File: config.mk
export PLATFORM = sky130hd
export DESIGN_NAME = write_back_flat
export DESIGN_NICKNAME = d
export VERILOG_FILES = /design/src/rtl/write_back_if.sv /design/src/rtl/write_back.sv /design/src/flat_wrapper.sv
export SDC_FILE = /design/constraint.sdc
export NUM_CORES = 1
export LEC_CHECK = 0
export CORE_UTILIZATION = 47
export CTS_CLUSTER_DIAMETER = 30
export DETAILED_ROUTE_END_ITERATION = 8
export PLACE_DENSITY = 0.76
export SLEW_MARGIN = 20
export SYNTH_ARGS = -nofsm -noshare
export SYNTH_HDL_FRONTEND = slang
export SYNTH_SLANG_ARGS = --single-unit
File: constraint.sdc
create_clock -name clk -period 2.6 [get_ports clk]
set_input_delay 0.52 -clock clk [delete_from_list [all_inputs] [get_ports clk]]
set_output_delay 0.52 -clock clk [all_outputs]
set_load 0.03 [all_outputs]
File: src/rtl/write_back_if.sv
// Long-latency result handshake between the HI/LO mul/div unit and write-back.
// master: lu_valid/lu_result/lu_dest out, lu_ready in; slave: the reverse.
interface write_back_if;
  logic        lu_valid;
  logic        lu_ready;
  logic [31:0] lu_result;
  logic [4:0]  lu_dest;

  modport master (
    output lu_valid, lu_result, lu_dest,
    input  lu_ready
  );

  modport slave (
    input  lu_valid, lu_result, lu_dest,
    output lu_ready
  );
endinterface

File: src/rtl/write_back.sv
// Write-back stage: merges MEM-stage results and buffered long-latency
// mul/div results onto the single register-file write port. MEM wins the
// port; FIFO entries drain into idle slots.
// Ports: clk, reset (sync, active-high); mem_* MEM-stage slot; lu (slave
// handshake, write_back_if); write_result/write_addr/register_write to
// decode; q_addr_a/b in, q_busy_a/b out (pending-write query).
// Optional: define WB_HAZARD_EN to build the pending-write query logic;
// otherwise q_busy_a/b are tied to 0.
module write_back #(
  parameter int DEPTH = 4,
  parameter int PTR_W = 2
) (
  input  logic        clk,
  input  logic        reset,
  input  logic        mem_valid,
  input  logic        mem_reg_write,
  input  logic        mem_to_reg,
  input  logic [1:0]  mem_size,
  input  logic        mem_signed,
  input  logic [31:0] alu_result,
  input  logic [31:0] mem_data,
  input  logic [4:0]  mem_dest,
  write_back_if.slave lu,
  output logic [31:0] write_result,
  output logic [4:0]  write_addr,
  output logic        register_write,
  input  logic [4:0]  q_addr_a,
  input  logic [4:0]  q_addr_b,
  output logic        q_busy_a,
  output logic        q_busy_b
);

  localparam int CNT_W = PTR_W + 1;

  logic [31:0]      res_q [DEPTH];
  logic [4:0]       dst_q [DEPTH];
  logic [PTR_W-1:0] wr_ptr_q, wr_ptr_d;
  logic [PTR_W-1:0] rd_ptr_q, rd_ptr_d;
  logic [CNT_W-1:0] count_q, count_d;

  logic [31:0] data_q, data_d;
  logic [4:0]  addr_q, addr_d;
  logic        we_q, we_d;

  logic        pipe_hit;
  logic        push;
  logic        pop;
  logic [7:0]  byte_l;
  logic [15:0] half_l;
  logic [31:0] load_data;

  assign pipe_hit = mem_valid & mem_reg_write & (mem_dest != 5'd0);
  assign lu.lu_ready = (count_q < CNT_W'(DEPTH));
  // $0 offers complete the handshake but are dropped here.
  assign push = lu.lu_valid & lu.lu_ready & (lu.lu_dest != 5'd0);
  // count_q excludes this cycle's push, so a new entry cannot pop at once.
  assign pop  = ~pipe_hit & (count_q != '0);

  always_comb begin
    byte_l = mem_data[7:0];
    unique case (alu_result[1:0])
      2'd0: byte_l = mem_data[7:0];
      2'd1: byte_l = mem_data[15:8];
      2'd2: byte_l = mem_data[23:16];
      2'd3: byte_l = mem_data[31:24];
    endcase
    half_l = alu_result[1] ? mem_data[31:16] : mem_data[15:0];
    unique case (mem_size)
      2'b00:   load_data = {{24{mem_signed & byte_l[7]}}, byte_l};
      2'b01:   load_data = {{16{mem_signed & half_l[15]}}, half_l};
      default: load_data = mem_data;
    endcase
  end

  always_comb begin
    wr_ptr_d = wr_ptr_q;
    rd_ptr_d = rd_ptr_q;
    count_d  = count_q;
    if (push) wr_ptr_d = wr_ptr_q + 1'b1;
    if (pop)  rd_ptr_d = rd_ptr_q + 1'b1;
    unique case ({push, pop})
      2'b10:   count_d = count_q + 1'b1;
      2'b01:   count_d = count_q - 1'b1;
      default: count_d = count_q;
    endcase
  end

  always_comb begin
    we_d   = 1'b0;
    addr_d = addr_q;
    data_d = data_q;
    if (pipe_hit) begin
      we_d   = 1'b1;
      addr_d = mem_dest;
      data_d = mem_to_reg ? load_data : alu_result;
    end else if (pop) begin
      we_d   = 1'b1;
      addr_d = dst_q[rd_ptr_q];
      data_d = res_q[rd_ptr_q];
    end
  end

  always_ff @(posedge clk) begin
    if (reset) begin
      wr_ptr_q <= '0;
      rd_ptr_q <= '0;
      count_q  <= '0;
      we_q     <= 1'b0;
      addr_q   <= '0;
      data_q   <= '0;
    end else begin
      wr_ptr_q <= wr_ptr_d;
      rd_ptr_q <= rd_ptr_d;
      count_q  <= count_d;
      we_q     <= we_d;
      addr_q   <= addr_d;
      data_q   <= data_d;
    end
  end

  // Storage needs no reset; only entries inside count are ever read.
  always_ff @(posedge clk) begin
    if (!reset && push) begin
      res_q[wr_ptr_q] <= lu.lu_result;
      dst_q[wr_ptr_q] <= lu.lu_dest;
    end
  end

  assign write_result   = data_q;
  assign write_addr     = addr_q;
  assign register_write = we_q;

`ifdef WB_HAZARD_EN
  logic [PTR_W-1:0] idx;

  // Scans registered state: a popping entry still counts, a pushing one not.
  always_comb begin
    q_busy_a = 1'b0;
    q_busy_b = 1'b0;
    idx      = '0;
    for (int i = 0; i < DEPTH; i++) begin
      idx = rd_ptr_q + PTR_W'(i);
      if (CNT_W'(i) < count_q) begin
        if (dst_q[idx] == q_addr_a && q_addr_a != 5'd0) q_busy_a = 1'b1;
        if (dst_q[idx] == q_addr_b && q_addr_b != 5'd0) q_busy_b = 1'b1;
      end
    end
  end
`else
  logic unused_q_addr;
  assign unused_q_addr = ^{q_addr_a, q_addr_b};
  assign q_busy_a = 1'b0;
  assign q_busy_b = 1'b0;
`endif

endmodule
File: src/flat_wrapper.sv
// flat-port wrapper written by rule: the top's interface ports become plain ports
module write_back_flat 
#(
  parameter int DEPTH = 4,
  parameter int PTR_W = 2
)
  (clk, reset, mem_valid, mem_reg_write, mem_to_reg, mem_size, mem_signed, alu_result, mem_data, mem_dest, write_result, write_addr, register_write, q_addr_a, q_addr_b, q_busy_a, q_busy_b, lu_lu_valid, lu_lu_result, lu_lu_dest, lu_lu_ready);
  write_back_if lu_i ();
  input  logic clk;
  input  logic reset;
  input  logic mem_valid;
  input  logic mem_reg_write;
  input  logic mem_to_reg;
  input  logic [1:0] mem_size;
  input  logic mem_signed;
  input  logic [31:0] alu_result;
  input  logic [31:0] mem_data;
  input  logic [4:0] mem_dest;
  output logic [31:0] write_result;
  output logic [4:0] write_addr;
  output logic register_write;
  input  logic [4:0] q_addr_a;
  input  logic [4:0] q_addr_b;
  output logic q_busy_a;
  output logic q_busy_b;
  input wire logic [$bits(lu_i.lu_valid)-1:0] lu_lu_valid;
  input wire logic [$bits(lu_i.lu_result)-1:0] lu_lu_result;
  input wire logic [$bits(lu_i.lu_dest)-1:0] lu_lu_dest;
  output wire logic [$bits(lu_i.lu_ready)-1:0] lu_lu_ready;
  assign lu_i.lu_valid = lu_lu_valid;
  assign lu_i.lu_result = lu_lu_result;
  assign lu_i.lu_dest = lu_lu_dest;
  assign lu_lu_ready = lu_i.lu_ready;
  write_back #(.DEPTH(DEPTH), .PTR_W(PTR_W)) u_core (.clk(clk), .reset(reset), .mem_valid(mem_valid), .mem_reg_write(mem_reg_write), .mem_to_reg(mem_to_reg), .mem_size(mem_size), .mem_signed(mem_signed), .alu_result(alu_result), .mem_data(mem_data), .mem_dest(mem_dest), .lu(lu_i), .write_result(write_result), .write_addr(write_addr), .register_write(register_write), .q_addr_a(q_addr_a), .q_addr_b(q_addr_b), .q_busy_a(q_busy_a), .q_busy_b(q_busy_b));
endmodule
==> results.py <==
metrics = {
    "placement": {
        "port_buffers": 153,
        "place_area_mm2": 0.0108,
        "routabilityCongestion": 0.910,
        "place_hpwl_mm": 16.0,
    },
    "timing": {
        "tightest_slew_ps": 924,
        "maxSlewViolCount": 0,
        "final_hold_viol_count": 0,
        "setup-violations-final": 0,
        "fin_tns_setup_ps": 0,
        "hold_ws_ps": 405,
        "skew_ps": 9.07,
        "period_needed_ps": 2530,
        "relSlewSlack": 0.381,
        "period_share": 0.975,
        "fmax_mhz": 395,
    },
    "flow_run": {
        "maxCapViolCount": 0,
    },
    "global_route": {
        "grt_pass1_wl_mm": 35.0,
        "antenna_found_initial": 0,
        "track_usage": 0.243,
        "grt_pass1_vias": 6323,
        "grt_max_degree": 41,
        "grt_overflow": 0,
    },
    "synthesis": {
        "seq_area_frac_synth": 0.617,
        "synth_area_leaders": "edfxtp_1 (51%), dfxtp_1 (11%), mux4_2 (9.8%), mux2i_1 (3.4%), nand2_1 (2.3%)",
        "synth-main-ff-cell": "edfxtp_1",
        "syn_inst": 622,
        "async_reset_ff_frac": 0,
        "yosysMostFrequentCell": "edfxtp_1",
        "avgSynthCellArea_um2": 14.0,
        "ys_ff_latch": 195,
        "yosys.area.top_type": "edfxtp_1",
        "synth_top_area_frac": 0.509,
        "ys_types": 62,
        "synth_edf_count": 148,
        "synthesis.area_mm2": 0.00873,
        "synthTopCellsByCount": "edfxtp_1 (148), nand2_1 (54), dfxtp_1 (47), nor2_1 (46), mux4_2 (38)",
        "synth_warnings": 0,
    },
    "power": {
        "power_mw": 9.74,
        "ir_drop_mv": 0.712,
        "p_per_area_mw_per_mm2": 853,
        "p_leak_nw": 3.98,
    },
    "critical_path": {
        "start_kind": "input port",
        "cpPeakStageDelay_ps": 500,
        "arrival_ps": 2910,
        "end_kind": "register",
        "worst-path-buf-inv": 2,
        "cp_num_cells": 9,
        "critPathKind": "in -> reg",
        "startpoint": "lu_lu_dest[2]",
        "critPathRequiredTime_ps": 2970,
        "crit_chain": "clkdlybuf4s50_1 > or4_4 > o211ai_2 > ha_2 > inv_2 > fa_2 > xor2_1 > or3_1 > a21oi_2",
        "cp-endpoint": "u_core.count_q[2]$_SDFFE_PP0P_",
        "critPathMaxFanout": 2,
        "r2r_end": "u_core.count_q[2]$_SDFFE_PP0P_",
        "rr_worst_depth": 9,
        "cp_slowest_cell": "or4_4",
        "r2r-start": "u_core.count_q[2]$_SDFFE_PP0P_",
        "critPathTopFamily": "simple AND/OR/NAND/NOR gates",
        "r2r_setup_slack_ps": 590,
    },
    "cells_and_area": {
        "antenna_cells": 0,
        "fin_nets": 928,
        "utilization": 0.631,
        "area_growth_pct": 30.7,
        "stdcell_area_mm2": 0.0114,
        "fillCellCount": 1319,
        "drive_gt1_frac": 0.196,
    },
    "floorplan": {
        "core_mm2": 0.0181,
        "initial_core_util": 0.483,
        "fp.dieW_um": 138,
        "die_area_mm2": 0.0191,
        "rows": 49,
        "die-height_um": 138,
        "io_pins": 166,
    },
    "detailed_routing": {
        "final_antenna_net_count": 0,
        "wl_per_cell_um": 21.8,
        "drtIter0Drc": 662,
        "routed_wl_mm": 22.6,
        "post_drt_via_cell_ratio": 5.90,
        "drt_first_pass_iters": 9,
        "drc": 26,
        "vias": 6133,
    },
    "clocking": {
        "htreeDepth": 4,
        "cts_root_buffer": "clkbuf_16",
        "clk_latency_ps": 430,
        "clk_path_buf_depth": 2,
        "numCtsBuffers": 17,
        "clk_transition_reported_paths_ps": 70,
        "cts_hold_buf": 0,
        "cts_tree": "done",
        "clock_sink_count": 195,
    },
    "run_status": {
        "status": "finished, violations left",
        "violations": "design-rule violations",
    },
    "hold_path": {
        "worstHoldStart": "mem_dest[4]",
        "hp-class": "in -> reg",
    },
}
through the flow:
stage / setup slack [ps] / instances
after CTS: 6.44 / 1037
after detailed placement: -438 / 1004
after global placement: -391 / 1004
final: 65.6 / 1039
after floorplan: -64.4 / 623
after global routing: -28.3 / 1039
cells by family (layout without fill, tap and decap cells):
logic type	count (synthesis)	after routing	synth area share
AOI/OAI and AO/OA	141	141	0.125
xor gates and xnor gates	3	3	0.00301
adders and majority gates	6	6	0.00946
buffers and inverters	63	250	0.0337
DFF	195	195	0.617
muxes	69	69	0.134
other	1	2	0.000430
and+or+nand+nor	144	144	0.0781
worst min path at each step:
stage | endpoint | slack (ps) | depth (start not counted)
final | u_core.write_addr[4]$_SDFFE_PP0P_ | 410 | 3
after global routing | u_core.write_addr[4]$_SDFFE_PP0P_ | 410 | 3
after CTS | u_core.write_result[0]$_SDFFE_PP0P_ | 490 | 2
after detailed placement | u_core.write_addr[4]$_SDFFE_PP0P_ | 520 | 2
after global placement | u_core.count_q[2]$_SDFFE_PP0P_ | 520 | 2
after floorplan | u_core.count_q[2]$_SDFFE_PP0P_ | 490 | 2
cell usage in the layout (no fill, tap or decap), types with 3 or more instances in the layout:
| cell | synthesis | layout |
|---|---|---|
| nand2_1 | 54 | 54 |
| a221oi_2 | 10 | 10 |
| clkbuf_1 | 25 | 3 |
| a31oi_1 | 21 | 21 |
| buf_12 | 0 | 11 |
| and2_2 | 0 | 4 |
| clkinv_4 | 0 | 3 |
| inv_1 | 12 | 11 |
| ha_1 | 5 | 4 |
| o211a_1 | 5 | 5 |
| nor2b_1 | 7 | 7 |
| or3_1 | 9 | 9 |
| o22ai_1 | 7 | 7 |
| nand2b_1 | 7 | 7 |
| a21oi_1 | 29 | 28 |
| buf_4 | 4 | 41 |
| a211oi_1 | 9 | 9 |
| nor2_1 | 46 | 45 |
| dlymetal6s2s_1 | 0 | 5 |
| dfxtp_1 | 47 | 46 |
| clkbuf_16 | 0 | 17 |
| o32ai_2 | 5 | 5 |
| mux4_2 | 38 | 38 |
| edfxtp_1 | 148 | 148 |
| mux2i_1 | 30 | 30 |
| clkinvlp_4 | 0 | 3 |
| o21ai_0 | 22 | 22 |
| clkdlybuf4s50_1 | 0 | 146 |
| a221oi_1 | 13 | 13 |
state kept, by name, indices dropped and copies added, names as in the netlist, named ones only:
| signal | count |
|---|---|
| u_core.res_q | 128 |
| u_core.write_result | 32 |
| u_core.dst_q | 20 |
| u_core.write_addr | 5 |
| u_core.count_q | 3 |
| u_core.rd_ptr_q | 2 |
| u_core.wr_ptr_q | 2 |
| u_core.register_write | 1 |
worst register-to-register path, delay by kind of cell, from the launching register on:
kind / cells / cell delay (ps)
AND/OR/NAND/NOR: 3 / 750
buffers and inverters: 3 / 370
flip-flops: 1 / 340
adder cells (fa/ha/maj): 1 / 190
XOR/XNOR: 1 / 150
AO/OA/AOI/OAI: 1 / 140
cell type report:
cell class | instances | area [um^2] | area share
clock buffers | 22 | 464 | 0.0407
clock inverters | 10 | 76.3 | 0.00669
inverters | 13 | 48.8 | 0.00428
multi-input cells | 365 | 3080 | 0.270
flip-flops and latches | 195 | 5390 | 0.472
well taps | 229 | 287 | 0.0251
repair buffers | 205 | 2060 | 0.181
layer usage:
layer	global-route usage	part of all wire
met1	0.307	0.40
met2	0.410	0.50
met3	0.0471	0.071
met4	0.110	0.032
met5	0	0
power breakdown:
group	total, mW	switching [mW]	internal, mW
sequential	4.06	0.274	3.78
clock	2.39	1.11	1.28
combinational	3.29	1.70	1.58
repair_timing:
item                       in CTS  in global routing
gates resized for setup         0                  7
pin swaps                       0                  7
hold endpoints to repair        0                  0
buffers inserted                1                  2
setup endpoints to repair       1                  1
Note: power is estimated with default switching activity, not from simulation.
